File: config.mk
export PLATFORM = sky130hd
export DESIGN_NAME = fb_write_serializer
export DESIGN_NICKNAME = d
export VERILOG_FILES = /design/src/rtl/mandel_pkg.sv /design/src/rtl/fb_write_serializer_fifo.sv /design/src/rtl/fb_write_serializer.sv
export SDC_FILE = /design/constraint.sdc
export NUM_CORES = 1
export LEC_CHECK = 0
export CAP_MARGIN = 20
export CORE_MARGIN = 2
export CORE_UTILIZATION = 54
export CTS_CLUSTER_SIZE = 12
export DETAILED_ROUTE_END_ITERATION = 16
export PLACE_DENSITY = 0.77
export SLEW_MARGIN = 15
export SYNTH_ARGS = -nofsm -noshare
export SYNTH_HDL_FRONTEND = slang
export SYNTH_SLANG_ARGS = --single-unit
File: constraint.sdc
create_clock -name clk -period 3 [get_ports clk]
set_clock_uncertainty 0.2 [all_clocks]
set_input_delay 0.45 -clock clk [delete_from_list [all_inputs] [get_ports clk]]
set_output_delay 0.45 -clock clk [all_outputs]
set_load 0.01 [all_outputs]
File: src/rtl/mandel_pkg.sv
// Shared types and constants for the Mandelbrot core's framebuffer write path.
package mandel_pkg;

   localparam int FB_BUS_W = 4;

   typedef enum logic [2:0] {
      IDLE,
      PTR_RST,
      SETUP,
      STROBE,
      GAP
   } fbw_state_t;

   function automatic int max_int(input int a, input int b);
      return (a > b) ? a : b;
   endfunction

endpackage

File: src/rtl/fb_write_serializer_fifo.sv
// Synchronous FIFO with occupancy count and a synchronous clear.
// Reads are fall-through: rd_data always shows the head entry.
module sync_fifo #(
   parameter int W     = 5,
   parameter int DEPTH = 4
) (
   input  logic                         clk,
   input  logic                         clear,
   input  logic                         push,
   input  logic [W-1:0]                 wr_data,
   input  logic                         pop,
   output logic [W-1:0]                 rd_data,
   output logic                         full,
   output logic                         empty,
   output logic [$clog2(DEPTH+1)-1:0]   level
);

   localparam int PTR_W = $clog2(DEPTH);
   localparam int LVL_W = $clog2(DEPTH + 1);

   logic [W-1:0]     mem_q [DEPTH];
   logic [PTR_W-1:0] wr_ptr_q, wr_ptr_d;
   logic [PTR_W-1:0] rd_ptr_q, rd_ptr_d;
   logic [LVL_W-1:0] level_q, level_d;
   logic             do_push, do_pop;

   assign full    = (level_q == LVL_W'(DEPTH));
   assign empty   = (level_q == '0);
   assign level   = level_q;
   assign do_push = push & ~full;
   assign do_pop  = pop & ~empty;
   assign rd_data = mem_q[rd_ptr_q];

   always_comb begin
      // NOTE: every signal assigned here gets a default first, so no path can leave it unassigned and infer a latch.
      wr_ptr_d = wr_ptr_q;
      rd_ptr_d = rd_ptr_q;
      level_d  = level_q;
      if (clear) begin
         wr_ptr_d = '0;
         rd_ptr_d = '0;
         level_d  = '0;
      end else begin
         // Power-of-two depth lets the pointers wrap naturally.
         if (do_push) wr_ptr_d = wr_ptr_q + PTR_W'(1);
         if (do_pop)  rd_ptr_d = rd_ptr_q + PTR_W'(1);
         case ({do_push, do_pop})
            2'b10:   level_d = level_q + LVL_W'(1);
            2'b01:   level_d = level_q - LVL_W'(1);
            default: level_d = level_q;
         endcase
      end
   end

   always_ff @(posedge clk) begin
      // NOTE: state registers use non-blocking assignments so every flop samples the pre-edge values.
      wr_ptr_q <= wr_ptr_d;
      rd_ptr_q <= rd_ptr_d;
      level_q  <= level_d;
   end

   // NOTE: the storage array has no reset; an entry is only visible once level says it was written.
   always_ff @(posedge clk) begin
      if (do_push && !clear) mem_q[wr_ptr_q] <= wr_data;
   end

endmodule

File: src/rtl/fb_write_serializer.sv
// Framebuffer write port: buffers pixel words and serialises them onto the
// narrow external bus with programmable strobe/gap timing.
module fb_write_serializer
   import mandel_pkg::*;
#(
   parameter int DATA_W        = 4,
   parameter int BUS_W         = FB_BUS_W,
   parameter int DEPTH         = 4,
   parameter int STROBE_CYCLES = 1,
   parameter int GAP_CYCLES    = 1
) (
   input  logic                         clk,
   input  logic                         rst,
   input  logic                         in_valid,
   output logic                         in_ready,
   input  logic [DATA_W-1:0]            in_data,
   input  logic                         in_sof,
   input  logic                         abort,
   output logic [BUS_W-1:0]             mem_data,
   output logic                         mem_write,
   output logic                         mem_reset_ptr,
   output logic                         busy,
   output logic [$clog2(DEPTH+1)-1:0]   fill_level
);

   localparam int BEATS  = DATA_W / BUS_W;
   localparam int BEAT_W = (BEATS > 1) ? $clog2(BEATS) : 1;
   localparam int CYC_W  = max_int(1, max_int($clog2(STROBE_CYCLES), $clog2(GAP_CYCLES)));

   if (DATA_W % BUS_W != 0) begin : g_bad_width
      $error("fb_write_serializer: DATA_W must be a multiple of BUS_W");
   end
   if ((DEPTH < 2) || ((DEPTH & (DEPTH - 1)) != 0)) begin : g_bad_depth
      $error("fb_write_serializer: DEPTH must be a power of two and at least 2");
   end
   if ((STROBE_CYCLES < 1) || (GAP_CYCLES < 1)) begin : g_bad_timing
      $error("fb_write_serializer: STROBE_CYCLES and GAP_CYCLES must be at least 1");
   end

   fbw_state_t        state_q, state_d;
   logic [DATA_W-1:0] shift_q, shift_d;
   logic [BEAT_W-1:0] beat_cnt_q, beat_cnt_d;
   logic [CYC_W-1:0]  cyc_cnt_q, cyc_cnt_d;
   logic [BUS_W-1:0]  mem_data_q, mem_data_d;
   logic              mem_write_q, mem_write_d;
   logic              mem_reset_ptr_q, mem_reset_ptr_d;

   logic              fifo_push, fifo_pop, fifo_full, fifo_empty;
   logic [DATA_W:0]   fifo_rd_data;

   // No credit for a same-cycle pop: readiness depends only on current occupancy.
   assign in_ready  = ~fifo_full & ~abort & ~rst;
   assign fifo_push = in_valid & in_ready;

   sync_fifo #(
      .W     (DATA_W + 1),
      .DEPTH (DEPTH)
   ) u_fifo (
      .clk     (clk),
      .clear   (rst | abort),
      .push    (fifo_push),
      .wr_data ({in_sof, in_data}),
      .pop     (fifo_pop),
      .rd_data (fifo_rd_data),
      .full    (fifo_full),
      .empty   (fifo_empty),
      .level   (fill_level)
   );

   // Bus outputs are registered copies of what the current state drives, one cycle later.
   always_comb begin
      state_d         = state_q;
      shift_d         = shift_q;
      beat_cnt_d      = beat_cnt_q;
      cyc_cnt_d       = cyc_cnt_q;
      fifo_pop        = 1'b0;
      mem_data_d      = mem_data_q;
      mem_write_d     = (state_q == STROBE);
      mem_reset_ptr_d = (state_q == PTR_RST);

      unique case (state_q)
         IDLE: begin
            if (!fifo_empty) begin
               fifo_pop   = 1'b1;
               shift_d    = fifo_rd_data[DATA_W-1:0];
               beat_cnt_d = '0;
               state_d    = fifo_rd_data[DATA_W] ? PTR_RST : SETUP;
            end
         end
         PTR_RST: state_d = SETUP;
         SETUP: begin
            mem_data_d = shift_q[BUS_W-1:0];
            shift_d    = shift_q >> BUS_W;
            cyc_cnt_d  = CYC_W'(STROBE_CYCLES - 1);
            state_d    = STROBE;
         end
         STROBE: begin
            if (cyc_cnt_q == '0) begin
               cyc_cnt_d = CYC_W'(GAP_CYCLES - 1);
               state_d   = GAP;
            end else begin
               cyc_cnt_d = cyc_cnt_q - CYC_W'(1);
            end
         end
         GAP: begin
            if (cyc_cnt_q != '0) begin
               cyc_cnt_d = cyc_cnt_q - CYC_W'(1);
            end else if (beat_cnt_q == BEAT_W'(BEATS - 1)) begin
               state_d = IDLE;
            end else begin
               beat_cnt_d = beat_cnt_q + BEAT_W'(1);
               state_d    = SETUP;
            end
         end
         default: state_d = IDLE;
      endcase

      // Abort abandons any partial word and parks the bus at zero.
      if (abort) begin
         state_d         = IDLE;
         fifo_pop        = 1'b0;
         mem_data_d      = '0;
         mem_write_d     = 1'b0;
         mem_reset_ptr_d = 1'b0;
      end
   end

   always_ff @(posedge clk) begin
      if (rst) begin
         state_q         <= IDLE;
         shift_q         <= '0;
         beat_cnt_q      <= '0;
         cyc_cnt_q       <= '0;
         mem_data_q      <= '0;
         mem_write_q     <= 1'b0;
         mem_reset_ptr_q <= 1'b0;
      end else begin
         state_q         <= state_d;
         shift_q         <= shift_d;
         beat_cnt_q      <= beat_cnt_d;
         cyc_cnt_q       <= cyc_cnt_d;
         mem_data_q      <= mem_data_d;
         mem_write_q     <= mem_write_d;
         mem_reset_ptr_q <= mem_reset_ptr_d;
      end
   end

   assign mem_data      = mem_data_q;
   assign mem_write     = mem_write_q;
   assign mem_reset_ptr = mem_reset_ptr_q;
   assign busy          = (state_q != IDLE) | ~fifo_empty;

endmodule
### After elaboration in Yosys (flattened, before gate mapping)

Memory sizes are Yosys's and may differ from the RTL's. A register that Yosys moved wholly into a read port is not among the register bits.
Index checks and enable logic that the tools add are counted.

| word-level totals | value |
|---|---|
| bits in writable memories | 20 |
| input bits | 9 |
| output and inout port bits | 11 |
| memories | 1 |
| bits in registers | 22 |

| cells by class | value |
|---|---|
| bitwise operators | 11 |
| eq/ne operators | 10 |
| add/subtract/negate cells | 6 |
| multiplexer cells | 22 |
| reductions and logical operators | 14 |

Memory list:

| name | words | width | rd ports | clocked after Yosys merged registers in | wr ports | line | text |
|---|---|---|---|---|---|---|---|
| u_fifo.mem_q | 4 | 5 | 1 | 1 | 1 | fb_write_serializer_fifo.sv:21 | `logic [W-1:0] mem_q [DEPTH];` |

Operators by type and width:

| cell | number |
|---|---|
| 3-bit case mux with 5 select lines | 1 |
| 1-bit two-way mux | 9 |
| 3-bit two-way mux | 3 |
| 2-bit two-way mux | 4 |
| 4-bit case mux with 2 select lines | 1 |
| 2-bit nonzero test | 4 |
| 3-bit by 2-bit equality test with 1-bit output, second input constant | 2 |
| 3-bit equality test, second input constant | 2 |
| 3-bit zero test | 2 |
| 2-bit != test, second input constant | 3 |
| 3-bit case mux with 2 select lines | 1 |
| 3-bit AND reduction | 2 |
| 1-bit bitwise AND | 5 |
| 2-bit by 1-bit adder with 2-bit output, second input constant | 2 |
| 4-bit two-way mux | 1 |
| 1-bit NOT | 4 |
| 1-bit case mux with 2 select lines | 2 |
| 2-bit OR reduction | 2 |
| 3-bit by 1-bit adder with 3-bit output, second input constant | 1 |
| 3-bit by 1-bit equality test with 1-bit output, second input constant | 1 |
| 3-bit nonzero test | 1 |
| 3-bit by 1-bit subtractor with 3-bit output, second input constant | 1 |
| 2-bit by 1-bit equality test with 1-bit output, second input constant | 1 |
| 2-bit equality test, second input constant | 1 |
| other kinds (6) | 7 |

### Logic depth before layout (Yosys ltp)

| logic depth | value |
|---|---|
| word-level depth | 9 |
| depth in mapped cells | 9 |
| depth with buffers taken out | 8 |

### Modules after synthesis

Synthesis repeated with hierarchy kept, for this count alone.

| second synthesis, totals | value |
|---|---|
| cells, all modules | 134 |
| area, all modules | 1727.9 sq um |

By module, submodules not included:

| module | times used | area an instance (sq um) | cells an instance | sequential area each (sq um) |
|---|---|---|---|---|
| sync_fifo | 1 | 1209.9 | 80 | 780.7 |
| fb_write_serializer | 1 | 518.0 | 54 | 260.2 |

### Least setup slack after synthesis

No wires, ideal clock.

| timing | value |
|---|---|
| path type | in2reg |
| start point | input abort |
| end point | register u_fifo.level_q[2], in the netlist u_fifo.level[2] |
| arrival time | 2120 ps |
| slack | 609 ps |
| stages on the path | 9 |
| library setup time | 71 ps |
| data required time | 2729 ps |
| cells stage by stage | nor2_1 and3_1 buf_2 inv_1 ha_1 fa_1 xnor2_1 or3_1 a21oi_1 |

| on the way | value |
|---|---|
| word-level cells in the longest chain between the ends | 7 |
| elaborated cells on any way between the ends | 12 |
| those cells by class | 2 x eq/ne; 2 x mux; 7 x bitwise; 1 x reduce/logical |

Ends and longest elaborated chain:

| what | line | text |
|---|---|---|
| start, declared | fb_write_serializer.sv:18 | `input logic abort,` |
| 1-bit NOT | fb_write_serializer.sv:52 | `assign in_ready = ~fifo_full & ~abort & ~rst;` |
| 1-bit bitwise AND (2 in a row) | fb_write_serializer.sv:52 |  |
| 1-bit bitwise AND | fb_write_serializer.sv:53 | `assign fifo_push = in_valid & in_ready;` |
| 1-bit bitwise AND | fb_write_serializer_fifo.sv:30 | `assign do_push = push & ~full;` |
| 2-bit by 1-bit equality test with 1-bit output / 2-bit equality test (equally long branches) | fb_write_serializer_fifo.sv:47 | `case ({do_push, do_pop})` |
| 3-bit case mux with 2 select lines / 2-bit nonzero test (equally long branches) | - |  |
| end signal, assigned | fb_write_serializer_fifo.sv:59 | `level_q <= level_d;` |
| end, declared | fb_write_serializer_fifo.sv:24 | `logic [LVL_W-1:0] level_q, level_d;` |

Parallel ways exist; a longest one is shown, timed or not.
A chain may end at the register's enable or synchronous reset.

### Final worst setup path

| timing | value |
|---|---|
| start point | register u_fifo.level_q[2], in the netlist u_fifo.level[2] |
| end point | output in_ready |

| on the way | value |
|---|---|
| word-level cells in the longest chain between the ends | 4 |

Ends and longest elaborated chain:

| what | line | text |
|---|---|---|
| 3-bit equality test | fb_write_serializer_fifo.sv:27 | `assign full = (level_q == LVL_W'(DEPTH));` |
| 1-bit NOT | fb_write_serializer.sv:52 |  |
| 1-bit bitwise AND (2 in a row) | fb_write_serializer.sv:52 |  |
| end, declared | fb_write_serializer.sv:15 | `output logic in_ready,` |

Every way passes these cells.

==> flow_summary.rst <==
.. list-table::
   :header-rows: 1

   * - Metric
     - Value
   * - Core ar.
     - 3030 um2
   * - Ratio of cells with drive above 1 in the final layout
     - 11.9%
   * - Setup repair after global routing missed its margin
     - false
   * - Root buffer cell
     - sky130_fd_sc_hd__clkbuf_4
   * - Half-perimeter wire length of the detailed placement result
     - 1.99 mm
   * - Final core area utilization
     - 65.5%
   * - Type of the setup path with the least slack
     - flip-flop to output pin
   * - Port Buffers
     - 19
   * - Result of the run
     - finished, final reports clean
   * - H-tree lvl count
     - 2
   * - Total power divided by cell area
     - 465 nW/um2
   * - Row count
     - 20
   * - Max FO, Critical Path
     - 6
   * - Area growth from synthesis to layout
     - 17.1%
   * - Fill cell instance count of the final layout
     - 241
   * - Mapped cell area
     - 1690 um2
   * - Place WS
     - 0.211 ns
   * - Minimum clock period after layout
     - 2.53 ns
   * - Number of nets at the end of the flow
     - 165
   * - Die area
     - 3600 um2
   * - Total Neg Setup Slack
     - 0 ns
   * - Worst setup EP type
     - output pin
   * - Clock Pin Slew Worst Setup and Hold Paths
     - 0.11 ns
   * - Number of warning messages in the yosys log
     - 0
   * - Arrival time of data at the critical path endpoint
     - 1.88 ns
   * - Setup Fix Bufs, Post-CTS
     - 0
   * - Cell types occupying the most area after synthesis
     - sky130_fd_sc_hd__edfxtp_1 35%, sky130_fd_sc_hd__dfxtp_1 26%, sky130_fd_sc_hd__mux4_2 6.7%
   * - Sequence of cells on the critical path
     - or3b_2 > and2_1 > clkdlybuf4s50_1
   * - Number of flops mapped to enable cells by yosys
     - 20
   * - TritonRoute pass-1 iters
     - 4
   * - Post-Synthesis Cells
     - 126
   * - Metal1 wirelength
     - 1.16 mm
   * - Die extent in x
     - 60.0 um
   * - Sequential cell area
     - 1040 um2
   * - Worst rel slew slack
     - 58.7%
   * - Max-cap violations
     - 0
   * - Die span in y
     - 60.0 um
   * - Data required time of the critical path
     - 2.35 ns
   * - Tot Pwr
     - 0.922 mW
   * - Multi-input combinational cell area
     - 604 um2
   * - Most frequent cell after synthesis
     - sky130_fd_sc_hd__dfxtp_1
   * - Antenna diode count
     - 0
   * - Synth cell count leaders
     - 22 x sky130_fd_sc_hd__dfxtp_1, 20 x sky130_fd_sc_hd__edfxtp_1, 11 x sky130_fd_sc_hd__nor2_1
   * - Antenna violations before repair
     - 0
   * - Leakage power figure
     - 0.687 nW
   * - Leftover overflow at the end of global routing
     - 0
   * - Routed length on met3
     - 118 um
   * - Count of unresolved DRC violations after routing
     - 0
   * - Post-Syn Area per Cell
     - 13.4 um2
   * - Setup-violating endpoint count in the final report
     - 0
   * - Top_reg_cell synth
     - sky130_fd_sc_hd__dfxtp_1
   * - Area leader, netlist
     - sky130_fd_sc_hd__edfxtp_1
   * - Type of element launching the critical path
     - flip-flop
   * - Aggregate routed wire length
     - 2.67 mm
   * - Delay of the slowest cell on the worst path
     - 0.47 ns
   * - Share of the cycle needed by the critical path after routing
     - 84.2%
   * - CTS buffer count
     - 5
   * - Number of nets produced by synthesis
     - 141
   * - Proportion of netlist area held by the largest area contributor
     - 35.5%
   * - Maximum frequency from static timing analysis
     - 396 MHz
   * - DR top layer
     - met4
   * - Starting density of the core
     - 55.9%
   * - Largest net degree at the start of global routing
     - 15
   * - Tightest Hold Check Type
     - flip-flop to flip-flop
   * - Worst ir drop on vdd
     - 0.000267 V
   * - Share of flip-flops with an asynchronous set or reset
     - 0%
   * - # resized after CTS
     - 0
   * - Count of pins on the block boundary
     - 20
   * - Buffer depth of the longest clock path
     - 2
   * - All-Layer GR Usage
     - 18.2%
   * - Vias post-DR
     - 1054
   * - Portion of the post-synthesis area used by sequential elements
     - 61.5%
   * - Final routed wire length divided by cell count
     - 13.7 um
   * - Count of pins over their slew limit
     - 0
   * - Detailed-routed wire length on met2
     - 1.33 mm
   * - Global-route wire length before repair
     - 4.55 mm
   * - Number of clock sinks
     - 42
   * - DRC marker count from the first detailed-route iteration
     - 86
   * - Critical path's slowest cell
     - sky130_fd_sc_hd__or3b_2
   * - Routability congestion estimate
     - 0.826
   * - Residual antenna-violating net count after detailed routing
     - 0
   * - TritonCTS clock tree
     - yes
   * - Hold_buf cts
     - 0
   * - Synth cell types
     - 32
   * - Flops & latches, synth
     - 42
   * - Hold violation total from the final report
     - 0
   * - Later-pin clock latency in the skew report
     - 0.35 ns
   * - Transition time at the pin with the least slew margin
     - 0.617 ns
   * - Detailed-route vias per instance
     - 5.41
   * - Post-route worst setup slack
     - 0.474 ns
   * - Via count of the first global-routing pass
     - 1039
[worst paths after layout]
check	start	to	depth (start not counted)	slack, ns
worst max-delay path	u_fifo.level[2]	in_ready	3	0.47
worst max register to register	u_fifo.level[2]	u_fifo.level[2]	8	0.51
worst min register to register	u_fifo.rd_ptr_q[1]	flip-flop	2	0.31
worst min-delay path	u_fifo.rd_ptr_q[1]	flip-flop	2	0.31
[flip-flops by register name, indices dropped and copies added (netlist names), named ones only]
signal and count:
mem_data 4, u_fifo.wr_ptr_q 2, state_q 3, u_fifo.mem_q 20, shift_q 4, u_fifo.level 3, mem_reset_ptr 1, u_fifo.rd_ptr_q 2
mem_write 1
[through the flow]
step / hold WS, ns / area [um2] / std cells
2_1_floorplan: 0.253 / 1690 / 126
6_report: 0.306 / 1980 / 195
5_1_grt: 0.343 / 1980 / 195
3_5_place_dp: 0.279 / 1930 / 187
4_1_cts: 0.308 / 1980 / 195
3_3_place_gp: 0.266 / 1930 / 187
[cell families (layout without fill, tap and decap cells)]
group | after synthesis | after routing | synth area share, %
DFF | 42 | 42 | 61.5
and+or+nand+nor | 42 | 42 | 14.0
AOI/OAI and AO/OA | 12 | 12 | 4.95
muxes | 12 | 12 | 10.8
buffers and inverters | 10 | 35 | 2.81
adders and majority gates | 6 | 6 | 4.88
xor gates and xnor gates | 2 | 2 | 1.03
[critical path: cells and delay by family (launching register included)]
kind | cells | cell delay, ns
DFF | 1 | 0.42
buffers and inverters | 1 | 0.47
and+or+nand+nor | 2 | 0.64
[cell type report]
cell class                 instances  area share, %
inverter                           5          0.947
multi-input combinational         74           30.5
clock inverter                     2          0.442
sequential                        42           52.5
timing repair buffer              22           10.7
clock buffer                       6           2.08
tap                               44           2.78
[metal layers]
metal	track usage, %	vias up
li1	-	505
met5	0	-
met2	30.6	23
met1	21.0	518
met3	5.19	8
met4	9.52	0
[cells in the final DEF (no fill, tap or decap), types with 5 or more instances in the layout]
cell type / Yosys / layout
sky130_fd_sc_hd__and2_1: 5 / 5
sky130_fd_sc_hd__clkdlybuf4s50_1: 0 / 19
sky130_fd_sc_hd__clkbuf_4: 0 / 5
sky130_fd_sc_hd__mux2i_1: 7 / 7
sky130_fd_sc_hd__mux4_2: 5 / 5
sky130_fd_sc_hd__dfxtp_1: 22 / 22
sky130_fd_sc_hd__inv_1: 5 / 5
sky130_fd_sc_hd__edfxtp_1: 20 / 20
sky130_fd_sc_hd__nor3_1: 5 / 5
sky130_fd_sc_hd__nand2_1: 6 / 6
sky130_fd_sc_hd__ha_1: 5 / 5
sky130_fd_sc_hd__nor2_1: 11 / 11
[where the power goes]
group / total (mW) / leakage [nW] / internal, mW / switching (mW)
Sequential: 0.611 / 0.358 / 0.606 / 0.00469
Combinational: 0.0525 / 0.299 / 0.0277 / 0.0248
Clock: 0.259 / 0.0297 / 0.0881 / 0.171
Total: 0.922 / 0.687 / 0.722 / 0.200
(Power assumes the default switching activity.)
